$ cat config.mk
export PLATFORM = sky130hd
export DESIGN_NAME = ahbl_excl_monitor
export DESIGN_NICKNAME = d
export VERILOG_FILES = /design/src/rtl/ahbl_excl_monitor.sv
export SDC_FILE = /design/constraint.sdc
export NUM_CORES = 1
export LEC_CHECK = 0
export CORE_MARGIN = 2
export CORE_UTILIZATION = 55
export DETAILED_ROUTE_END_ITERATION = 10
export DONT_BUFFER_PORTS = 1
export GPL_TIMING_DRIVEN = 0
export HOLD_SLACK_MARGIN = 0.08
export PLACE_DENSITY = 0.75
export SLEW_MARGIN = 30
export SYNTH_ARGS = -nofsm -noshare
export SYNTH_HDL_FRONTEND = slang
export SYNTH_SLANG_ARGS = --single-unit
$ cat constraint.sdc
create_clock -name clk -period 2.1 [get_ports clk]
set_input_delay 0.21 -clock clk [delete_from_list [all_inputs] [get_ports clk]]
set_output_delay 0.21 -clock clk [all_outputs]
set_load 0.05 [all_outputs]
$ cat src/rtl/ahbl_excl_monitor.sv
// AHB-Lite exclusive-access monitor: one granule reservation per master, failed
// exclusive stores are answered locally and never reach the downstream slave.
module ahbl_excl_monitor #(
    parameter int N_MASTERS = 2,
    parameter int W_ADDR    = 32,
    parameter int W_DATA    = 32,
    parameter int GRAN_LOG2 = 2
) (
    input  logic              clk,
    input  logic              rst_n,
    // upstream (arbiter side)
    input  logic              s_hready,
    output logic              s_hready_resp,
    output logic              s_hresp,
    input  logic [W_ADDR-1:0] s_haddr,
    input  logic              s_hwrite,
    input  logic [1:0]        s_htrans,
    input  logic [2:0]        s_hsize,
    input  logic [2:0]        s_hburst,
    input  logic [3:0]        s_hprot,
    input  logic              s_hmastlock,
    input  logic [W_DATA-1:0] s_hwdata,
    output logic [W_DATA-1:0] s_hrdata,
    input  logic              s_hexcl,
    input  logic [7:0]        s_hmaster,
    output logic              s_hexokay,
    // downstream (slave side)
    output logic              m_hready,
    input  logic              m_hready_resp,
    input  logic              m_hresp,
    output logic [W_ADDR-1:0] m_haddr,
    output logic              m_hwrite,
    output logic [1:0]        m_htrans,
    output logic [2:0]        m_hsize,
    output logic [2:0]        m_hburst,
    output logic [3:0]        m_hprot,
    output logic              m_hmastlock,
    output logic [W_DATA-1:0] m_hwdata,
    input  logic [W_DATA-1:0] m_hrdata
);

    localparam int W_GRAN = W_ADDR - GRAN_LOG2;

    logic [N_MASTERS-1:0]             resv_valid;
    logic [N_MASTERS-1:0][W_GRAN-1:0] resv_addr;

    logic                 dph_local;
    logic                 dph_excl;
    logic                 dph_rd;
    logic [7:0]           dph_mast;

    logic [W_GRAN-1:0]    granule;
    logic [N_MASTERS-1:0] match;
    logic                 own_match;
    logic                 id_ok;
    logic                 acc;
    logic                 excl_wr_fail;
    logic                 excl_rd_set;
    logic                 wr_clear;
    logic                 err_clear;

    assign granule = s_haddr[W_ADDR-1:GRAN_LOG2];
    assign id_ok   = int'(s_hmaster) < N_MASTERS;
    assign acc     = s_hready & s_htrans[1];

    always_comb begin
        match     = '0;
        own_match = 1'b0;
        for (int k = 0; k < N_MASTERS; k++) begin
            match[k] = resv_valid[k] & (resv_addr[k] == granule);
            if (int'(s_hmaster) == k)
                own_match = match[k];
        end
    end

    assign excl_wr_fail = s_hexcl & s_hwrite & s_htrans[1] & ~(id_ok & own_match);
    assign excl_rd_set  = acc & s_hexcl & ~s_hwrite & id_ok;
    // Any store that actually reaches the slave kills every reservation on its granule
    assign wr_clear     = acc & s_hwrite & ~excl_wr_fail;
    assign err_clear    = dph_excl & dph_rd & m_hresp;

    // Error clear is applied first so a same-cycle set on that master overrides it
    always_ff @(posedge clk or negedge rst_n) begin
        if (!rst_n) begin
            resv_valid <= '0;
            resv_addr  <= '0;
        end else begin
            for (int k = 0; k < N_MASTERS; k++) begin
                if (err_clear && int'(dph_mast) == k)
                    resv_valid[k] <= 1'b0;
                if (wr_clear && match[k])
                    resv_valid[k] <= 1'b0;
                if (excl_rd_set && int'(s_hmaster) == k) begin
                    resv_valid[k] <= 1'b1;
                    resv_addr[k]  <= granule;
                end
            end
        end
    end

    always_ff @(posedge clk or negedge rst_n) begin
        if (!rst_n) begin
            dph_local <= 1'b0;
            dph_excl  <= 1'b0;
            dph_rd    <= 1'b0;
            dph_mast  <= '0;
        end else if (s_hready) begin
            dph_local <= acc & excl_wr_fail;
            dph_excl  <= acc & s_hexcl & id_ok;
            dph_rd    <= ~s_hwrite;
            dph_mast  <= s_hmaster;
        end
    end

    // Address phase: only htrans is touched, and only to squash a failing store
    assign m_haddr     = s_haddr;
    assign m_hwrite    = s_hwrite;
    assign m_htrans    = excl_wr_fail ? 2'b00 : s_htrans;
    assign m_hsize     = s_hsize;
    assign m_hburst    = s_hburst;
    assign m_hprot     = s_hprot;
    assign m_hmastlock = s_hmastlock;
    assign m_hready    = s_hready;
    assign m_hwdata    = s_hwdata;

    assign s_hready_resp = dph_local ? 1'b1   : m_hready_resp;
    assign s_hresp       = dph_local ? 1'b0   : m_hresp;
    assign s_hrdata      = dph_local ? '0     : m_hrdata;
    assign s_hexokay     = dph_excl & ~dph_local & ~m_hresp;

endmodule
After elaboration in Yosys (flattened, before gate mapping). Index checks and enable logic that the tools add are counted.

$lt $le $gt $ge: 1. Equal/unequal tests: 4. Multiplexer cells: 12. Bitwise logic cells: 23. Reduce and logical (&&, ||, !) cells: 10.

Operators by type and width (count): $eq A30 B30 Y1 (2); $mux W32 (1); $and A1 B1 Y1 (18); $eq A8 B2 Y1 const B (2); $logic_not A8 Y1 (2); $mux W1 (10); $lt A8 B2 Y1 const B (1); $logic_and A1 B1 Y1 (6); $reduce_bool A3 Y1 (2); $not A1 Y1 (5); $mux W2 (1).

Flip-flop bits (word level): 73. Logic and storage cells: 58.

Logic depth before layout (Yosys ltp).
Depth in word-level cells: 12. Mapped depth: 7. Gate-level depth less buffers: 6.

Worst setup path before layout. Ideal clock, no wire load.

Path kind: register -> output. From: register resv_addr[16] in the netlist's numbering. To: output port m_htrans[0]. Data arrival time: 1.818 ns. Data required time: 1.890 ns. Slack: 0.072 ns. Cell stages (with the launch flop): 7. Cells stage by stage: dfrtp_1 xor2_1 nor4_1 nand4_1 o41a_1 nand2_1 o21a_1.

Word-level cells in the longest chain between the ends: 8.

Ends and longest elaborated chain: from (decl) (RTL line 45) `logic [N_MASTERS-1:0][W_GRAN-1:0] resv_addr;`; from (signal, indexed assignment) (RTL line 95) `resv_addr[k] <= granule;`; $eq A30 B30 Y1 (RTL line 70) `match[k] = resv_valid[k] & (resv_addr[k] == granule);`; $and A1 B1 Y1 (RTL line 70); $mux W1 (2 in a row) (RTL line 71) `if (int'(s_hmaster) == k)`; $and A1 B1 Y1 (RTL line 76) `assign excl_wr_fail = s_hexcl & s_hwrite & s_htrans[1] & ~(id_ok & own_match);`; $not A1 Y1 (RTL line 76); $and A1 B1 Y1 (RTL line 76); $mux W2 (RTL line 118) `assign m_htrans = excl_wr_fail ? 2'b00 : s_htrans;`; to (decl) (RTL line 33) `output logic [1:0] m_htrans,`.

Every way passes these cells.

Worst setup path in the final report.
From: register resv_addr[22] in the netlist's numbering. To: output port m_htrans[0].

Same word-level chain as after synthesis.

==> reports/qor.csv <==
metric,value,unit
status,"finished, violations left",
violations,setup timing,
synth_common_cells,"77 x buf_4, 73 x dfrtp_1, 66 x mux2_2",
startpoint_type,flop,
syn_area_per_cell,11.30,sq um
period_needed,2442,ps
ys_seq_area_frac,0.4222,
clock-skew-final,11.00,ps
synth_top_area_cell,dfrtp_1,
power,3.719,mW
post-place-ws,-303.1,ps
cts_max_path_buffers,2,
criticalPathCategory,reg2out,
grtUsageTotal,0.2904,
final_util,0.6909,
htreeDepth,3,
die_height,92.70,microns
hpwl,9176,microns
ir_worst_vdd,0.4583,mV
numCtsBuffers,9,
setup_viol,2,
die_area,8592,sq um
initial_core_util,0.5628,
clock-sinks,73,
p_per_area,700.2,nW/um^2
drc_errors,0,
yosys-top-cells-area,"dfrtp_1 42%, mux2_2 17%, buf_4 13%",
ios,238,
vias,3015,
grt_max_degree,74,
fillers,583,
synth_fp_nets,507,
vias_per_cell,5.532,
antenna_left,0,
required,1890,ps
syn_inst,383,
report.final.slew_viol_count,0,
yosysUniqueCellTypes,30,
synthArstFlopShare,1.000,
tns,-675.3,ps
portBuffers,0,
end_kind,output port,
drtIter0Drc,154,
seq_area,1827,sq um
area_delta_synth_final,22.76,%
globalplace.congestion,0.8482,
core_area,7687,sq um
cts_setup_buffers,0,
syn_area,4327,sq um
hold_class,in2reg,
maxCapViolations,0,
tightest_slew,1016,ps
hold_viol_final,0,
first_global_vias,3170,
synth-edff-count,0,
grt_setup_unrepaired,true,
timing.fmax,409.4,MHz
die_w,92.70,microns
row_count,32,
cts_tree,built,
diodes,0,
ys.flop_type,dfrtp_1,
synth_top_area_share,0.4222,
slew-limit-headroom,0.3214,
antenna_found_initial,2,
p_leak,2.506,nW
gr-total-overflow,0,
wirelength,12450,microns
clk_latency,340,ps
yosysMostFrequentCell,buf_4,
cp_max_fo,3,
setup_ws,-342.5,ps
drive_above_1_share,0.4673,
cts-root-buf,clkbuf_8,
grt_first_pass_wirelength,18230,microns
fin_nets,562,
synth_seq_cells,73,
multi_input_area,1997,sq um
min_period_over_period,1.163,
path_clk_slew,80,ps
yosys_warnings,0,
drt-pass1-iter-count,4,
wire_per_inst,22.84,microns
arrival,2230,ps
==> cell usage in the layout, fill, tap and decap left out, drive strengths merged, types with 2 or more instances in the layout <==
master / synthesis / layout
a21oi: 3 / 3
buf: 83 / 84
bufinv: 0 / 3
clkbuf: 4 / 15
dfrtp: 73 / 73
dlygate4sd3: 0 / 43
inv: 5 / 5
mux2: 68 / 68
nand2: 6 / 6
nand3: 5 / 5
nand4: 12 / 12
nor2: 4 / 4
nor2b: 34 / 34
nor3: 2 / 2
nor4: 10 / 10
o21a: 2 / 2
o22ai: 2 / 2
or2: 2 / 2
xnor2: 34 / 34
xor2: 26 / 26
==> timing repair <==
item                                    CTS  global route
endpoints found under the setup margin   14             6
hold endpoints to repair                144             0
pin swaps                                 6             2
resized for setup                        19             8
hold buffers                             44             0
==> worst max-delay path: stages (launching register included) <==
cell     delay [ps]
dfrtp_1         390
xor2_1          160
nor4_2          320
nand4_1         220
o41a_1          450
nand2_2         120
o21a_4          240
==> cells by family (layout without fill, tap and decap cells) <==
logic type | after synthesis | in the layout | share of synthesized area
buffers and inverters | 92 | 152 | 0.1518
DFF | 73 | 73 | 0.4222
AOI/OAI and AO/OA | 11 | 11 | 0.01706
xor gates and xnor gates | 60 | 60 | 0.1215
muxes | 68 | 68 | 0.1770
and+or+nand+nor | 79 | 79 | 0.1105
==> sequential cells by signal, summed over array words and instances, names as in the netlist <==
name	cells
dph_local	1
resv_valid	2
dph_rd	1
resv_addr	60
dph_excl	1
dph_mast	8
==> final cells by class <==
type                            count  area share
Inverter                            5    0.003534
Clock inverter                      5     0.01932
Timing Repair Buffer               44     0.08622
Multi-Input combinational cell    218      0.3760
Buffer                             87      0.1204
Clock buffer                       11     0.02662
Sequential cell                    73      0.3439
Tap cell                          102     0.02403
==> metal layers <==
metal | track usage | vias to the layer above | share of wire
li1 | - | 1327 | -
met1 | 0.3632 | 1507 | 0.39
met2 | 0.4848 | 151 | 0.50
met3 | 0.09113 | 26 | 0.084
met4 | 0.08824 | 4 | 0.020
met5 | 0 | - | 0.0020
==> metrics by stage <==
stage               hold WS, ps  std cells  cell area (sq um)
floorplan                -85.59        383               4327
global placement         -82.75        485               4454
detailed placement       -83.40        485               4509
CTS                       84.98        545               5275
global route              100.1        545               5311
finish                    109.0        545               5311
==> path summary, 6_finish.rpt <==
check                      slack [ps]  cells past startpoint                   endpoint                       from
min in group asynchronous         430                      2  resv_addr[26]$_DFFE_PN0P_                      rst_n
min                               110                      2         dph_rd$_DFFE_PN0P_                   s_hwrite
max in group asynchronous        1380                      2  resv_addr[33]$_DFFE_PN0P_                      rst_n
max                              -340                      6                m_htrans[0]  resv_addr[22]$_DFFE_PN0P_
max reg2reg                       170                      6  resv_valid[1]$_DFFE_PN0P_  resv_addr[22]$_DFFE_PN0P_
min reg2reg                       510                      1   resv_addr[5]$_DFFE_PN0P_   resv_addr[5]$_DFFE_PN0P_
==> where the power goes <==
group,switching (mW),internal [mW]
combinational,0.656,0.272
sequential,0.0203,1.43
clock,0.517,0.820
Power figures use the tool's default switching activity.
